===== src/rtl/pipe_stage_buf.sv =====
// Valid/ready pipeline register with a 2-entry skid buffer, registered in_ready,
// programmable bubble payload and synchronous flush. Optional perf counters: PIPE_STAGE_PERF_CNT_EN.
module pipe_stage_buf #(
   parameter int                 DATA_W     = 32,
   parameter logic [DATA_W-1:0]  BUBBLE_VAL = {DATA_W{1'b0}},
   parameter int                 CNT_W      = 16
) (
   input  logic              clk,
   input  logic              rst,
   input  logic              flush,
   input  logic              in_valid,
   output logic              in_ready,
   input  logic [DATA_W-1:0] in_data,
   output logic              out_valid,
   input  logic              out_ready,
   output logic [DATA_W-1:0] out_data
`ifdef PIPE_STAGE_PERF_CNT_EN
   ,
   input  logic              cnt_clr,
   output logic [CNT_W-1:0]  stall_cnt,
   output logic [CNT_W-1:0]  bubble_cnt
`endif
);

   typedef enum logic [1:0] {EMPTY = 2'd0, ONE = 2'd1, FULL = 2'd2} state_t;

   state_t            state_q, state_d;
   logic [DATA_W-1:0] main_q, main_d, skid_q, skid_d;
   logic              in_ready_q, out_valid_q;
   logic              accept, drain;

   assign accept    = in_valid & in_ready_q;
   assign drain     = out_valid_q & out_ready;
   assign in_ready  = in_ready_q;
   assign out_valid = out_valid_q;
   assign out_data  = main_q;

   // Handshake flags are re-registered from next state so neither is a decode of out_ready.
   always_ff @(posedge clk or posedge rst) begin
      if (rst) begin
         state_q     <= EMPTY;
         main_q      <= BUBBLE_VAL;
         skid_q      <= BUBBLE_VAL;
         in_ready_q  <= 1'b1;
         out_valid_q <= 1'b0;
      end else begin
         state_q     <= state_d;
         main_q      <= main_d;
         skid_q      <= skid_d;
         in_ready_q  <= (state_d != FULL);
         out_valid_q <= (state_d != EMPTY);
      end
   end

   always_comb begin
      state_d = state_q;
      main_d  = main_q;
      skid_d  = skid_q;
      case (state_q)
         EMPTY: begin
            if (accept) begin
               state_d = ONE;
               main_d  = in_data;
            end
         end
         ONE: begin
            if (accept && drain) begin
               main_d  = in_data;
            end else if (accept) begin
               state_d = FULL;
               skid_d  = in_data;
            end else if (drain) begin
               state_d = EMPTY;
               main_d  = BUBBLE_VAL;
            end
         end
         FULL: begin
            if (drain) begin
               state_d = ONE;
               main_d  = skid_q;
               skid_d  = BUBBLE_VAL;
            end
         end
         default: begin
            state_d = EMPTY;
            main_d  = BUBBLE_VAL;
            skid_d  = BUBBLE_VAL;
         end
      endcase
      // Flush wins over any load; a coincident drain was already consumed downstream.
      if (flush) begin
         state_d = EMPTY;
         main_d  = BUBBLE_VAL;
         skid_d  = BUBBLE_VAL;
      end
   end

`ifdef PIPE_STAGE_PERF_CNT_EN
   always_ff @(posedge clk or posedge rst) begin
      if (rst) begin
         stall_cnt  <= '0;
         bubble_cnt <= '0;
      end else if (cnt_clr) begin
         stall_cnt  <= '0;
         bubble_cnt <= '0;
      end else begin
         if (out_valid_q && !out_ready && !(&stall_cnt))
            stall_cnt <= stall_cnt + CNT_W'(1);
         if (!out_valid_q && out_ready && !(&bubble_cnt))
            bubble_cnt <= bubble_cnt + CNT_W'(1);
      end
   end
`else
   // Counters compiled out; datapath is unchanged.
`endif

endmodule


===== config.mk =====
export PLATFORM = sky130hd
export DESIGN_NAME = pipe_stage_buf
export DESIGN_NICKNAME = d
export VERILOG_FILES = /design/src/rtl/pipe_stage_buf.sv
export SDC_FILE = /design/constraint.sdc
export NUM_CORES = 1
export LEC_CHECK = 0
export CAP_MARGIN = 20
export CORE_MARGIN = 2
export CORE_UTILIZATION = 46
export CTS_BUF_LIST = sky130_fd_sc_hd__clkbuf_4
export DETAILED_ROUTE_END_ITERATION = 12
export PLACE_DENSITY = 0.71
export SLEW_MARGIN = 20
export SYNTH_ARGS = -nofsm -noshare
export SYNTH_HDL_FRONTEND = slang
export SYNTH_SLANG_ARGS = --single-unit

===== constraint.sdc =====
create_clock -name clk -period 3.6 [get_ports clk]
set_input_delay 0.54 -clock clk [delete_from_list [all_inputs] [get_ports clk]]
set_output_delay 0.54 -clock clk [all_outputs]
set_load 0.02 [all_outputs]

==> summary.md <==
| Metric | Value |
|---|---|
| Fin cells | `slightly below 600` |
| Mapped cell area | `around 0.0040 mm^2` |
| Initial antenna violation count | `0` |
| Number of setup buffers added after CTS | `0` |
| Total of warnings raised by yosys | `0` |
| Placer Congestion | `approximately 0.8` |
| HP Class | `in -> async` |
| Worst clock skew | `0.0142 ns` |
| Post-synth top area cell | `dfrtp_1` |
| R2R Setup Slk | `about 1.2 ns` |
| Final setup TNS | `0 ns` |
| RSZ-0062 raised after global routing | `false` |
| Largest net degree at the start of global routing | `43` |
| Full die area | `0.00935 mm^2` |
| Primary FF master, synth | `dfrtp_1` |
| CP Class | `reg -> out` |
| Worst-margin pin slew | `between 1 and 1.5 ns` |
| Vias in the first global route | `between 3,000 and 4,000` |
| Crit-path slowest cell | `dfrtp_1` |
| CTS resizes | `0` |
| Overall Global Routing Usage | `about 22%` |
| Via density | `6.01` |
| Slew HR | `roughly a third` |
| Fin Hold WS | `0.397 ns` |
| Die Y | `around 97 um` |
| EDFF count, synth | `0` |
| Placed Cells | `approximately 570` |
| Post-Syn Instances | `about 430` |
| Worst-Skew Late Latency | `between 0.4 and 0.5 ns` |
| Final net count | `between 500 and 600` |
| Top-area cell type share of the netlist area | `between 40% and 50%` |
| Vias | `~3,500` |
| Worst r2r path cells | `6` |
| Die width | `roughly 97 um` |
| Crit path buf inv count | `1` |
| Hold buffer count at CTS | `0` |
| PwrDens | `around 390 mW/mm^2` |
| R2R Path End | `out_data[30]` |
| Clk pin slew, worst setup/hold paths | `between 0.1 and 0.15 ns` |
| Synth cell count leaders | `dfrtp_1, nand2_1, a21oi_1` |
| PortBufs | `70` |
| Post-layout util | `approximately 58%` |
| Post-synthesis sequential area ratio | `43.1%` |
| Area Growth Syn to Fin | `20.5%` |
| Avg WL per Cell | `around 18 um` |
| ANT cells | `0` |
| Setup violators final | `0` |
| DRC viols | `0` |
| Worst EP required | `3.06 ns` |
| Synth area leaders | `dfrtp_1, mux2i_1, a21oi_2` |
| CTS tree | `built` |
| First-pass DRT Iterations | `5` |
| CTS root buf | `clkbuf_4` |
| Core Rows | `33` |
| Ports | `between 70 and 80` |
| Highest Clock Rate | `419 MHz` |
| Asr flop ratio synth | `100%` |
| Layout cells sized above 1 | `a little over a fifth` |
| Final ANT Viol Nets | `0` |
| Pleak | `between 1.5 and 2 nW` |
| Slowest Stage Delay on Critical Path | `~0.72 ns` |
| Worst r2r src | `state_q[1]` |
| Ratio of final minimum period to clock period | `around two thirds` |
| Fillers | `770` |
| Worst EP arrival | `between 1.5 and 2 ns` |
| Max-Cap Viols | `0` |
| Synth unique cells | `33` |
| Max Buffers Root-to-Sink | `2` |
| Initial DRC count | `315` |
| Status | `completed` |
| Synthesized flop and latch total | `68` |
| Crit end category | `primary output` |
| Syn avg cell area | `slightly above 9 um^2` |
| Core footprint | `0.00826 mm^2` |
| Worst-path maximum fanout | `16` |
| Final Routed Wirelength | `roughly 10,000 um` |
| CP startpoint kind | `flip-flop` |
| CP Cell Sequence | `clkdlybuf4s50_1` |
| Maximum vdd drop | `~160 uV` |
| Critical Path Source | `out_valid` |
| Mapped Nets | `~470` |
| CTS H-tree lvls | `3` |
| GRT overflow | `0` |
| Final Hold Vio Count | `0` |
| Pins Over Slew Limit | `0` |
| Sink Count | `68` |
| Total CTS buffers | `9` |
| Starting Density | `around 48%` |
| Count leader, synth | `dfrtp_1` |
| CP top delay family | `flip-flops` |
| Min Tclk post-route | `roughly 2.4 ns` |
| First-pass GRT wire length | `between 15,000 and 20,000 um` |
| DP HPWL | `about 6400 um` |
==> cell families (layout without fill, tap and decap cells) <==
kind of cell	count (synthesis)	count (layout)	synth area share, %
buffers and inverters	49	101	6.74
muxes	32	32	8.11
DFF	68	68	43.1
AOI/OAI and AO/OA	169	169	29.1
and+or+nand+nor	110	110	13.0
==> sequential cells by signal, summed over array words and instances, names as in the netlist <==
signal,cells
out_data,32
skid_q,32
state_q,2
in_ready,1
out_valid,1
==> where the power goes <==
group          total [mW]  internal, mW  switching (mW)
registers           0.864         0.814          0.0501
clock network       0.408         0.137           0.271
logic               0.570         0.223           0.347
==> stage by stage <==
| step | instance area (um^2) | worst slack [ns] | power, mW |
|---|---|---|---|
| 2_1_floorplan | 3950 | 1.35 | 1.24 |
| 3_3_place_gp | 4660 | 1.12 | 1.43 |
| 3_5_place_dp | 4670 | 1.04 | 1.45 |
| 4_1_cts | 4760 | 1.21 | 1.84 |
| 5_1_grt | 4760 | 1.08 | 1.93 |
| 6_report | 4760 | 1.21 | 1.84 |
==> layout by cell type, fill, tap and decap left out, drive strengths merged <==
master / n
o21ai: 64
clkdlybuf4s50: 69
nand4b: 2
and3: 1
clkinv: 4
a31oi: 1
nand3: 34
and3b: 1
o211ai: 1
buf: 16
a211o: 1
dfrtp: 67
nand3b: 1
nand2: 67
mux2i: 32
o21a: 1
o22ai: 32
a221oi: 1
nor3b: 1
a21oi: 65
clkbuf: 10
inv: 2
and2: 1
nand2b: 1
nor2: 1
a21o: 1
dfstp: 1
a211oi: 2
==> routing by layer <==
metal | routed length [um] | up-vias | global-route usage, %
met5 | 0 | - | 0
met4 | 171 | 0 | 8.78
met3 | 663 | 16 | 3.32
met2 | 4820 | 150 | 32.2
met1 | 4730 | 1718 | 33.2
li1 | - | 1631 | -
==> layout make-up <==
class                      instances  area [um^2]  share of cell area (%)
tap                              105          131                    2.76
sequential                        68         1700                    35.8
clock inverter                     4         18.8                   0.394
clock buffer                      10         75.1                    1.58
inverter                           2         7.51                   0.158
timing repair buffer              85          821                    17.2
multi-input combinational        311         2000                    42.1
==> how the worst max path moves through the flow <==
stage | to | cells past startpoint | slack [ns]
2_1_floorplan | out_data[0] | 1 | 1.35
5_1_grt | out_data[30] | 6 | 1.08
4_1_cts | out_valid | 1 | 1.21
3_3_place_gp | skid_q[13] | 5 | 1.12
3_5_place_dp | out_data[26] | 7 | 1.04
6_report | out_valid | 1 | 1.21
No activity file was read; power rests on OpenSTA's default activity.
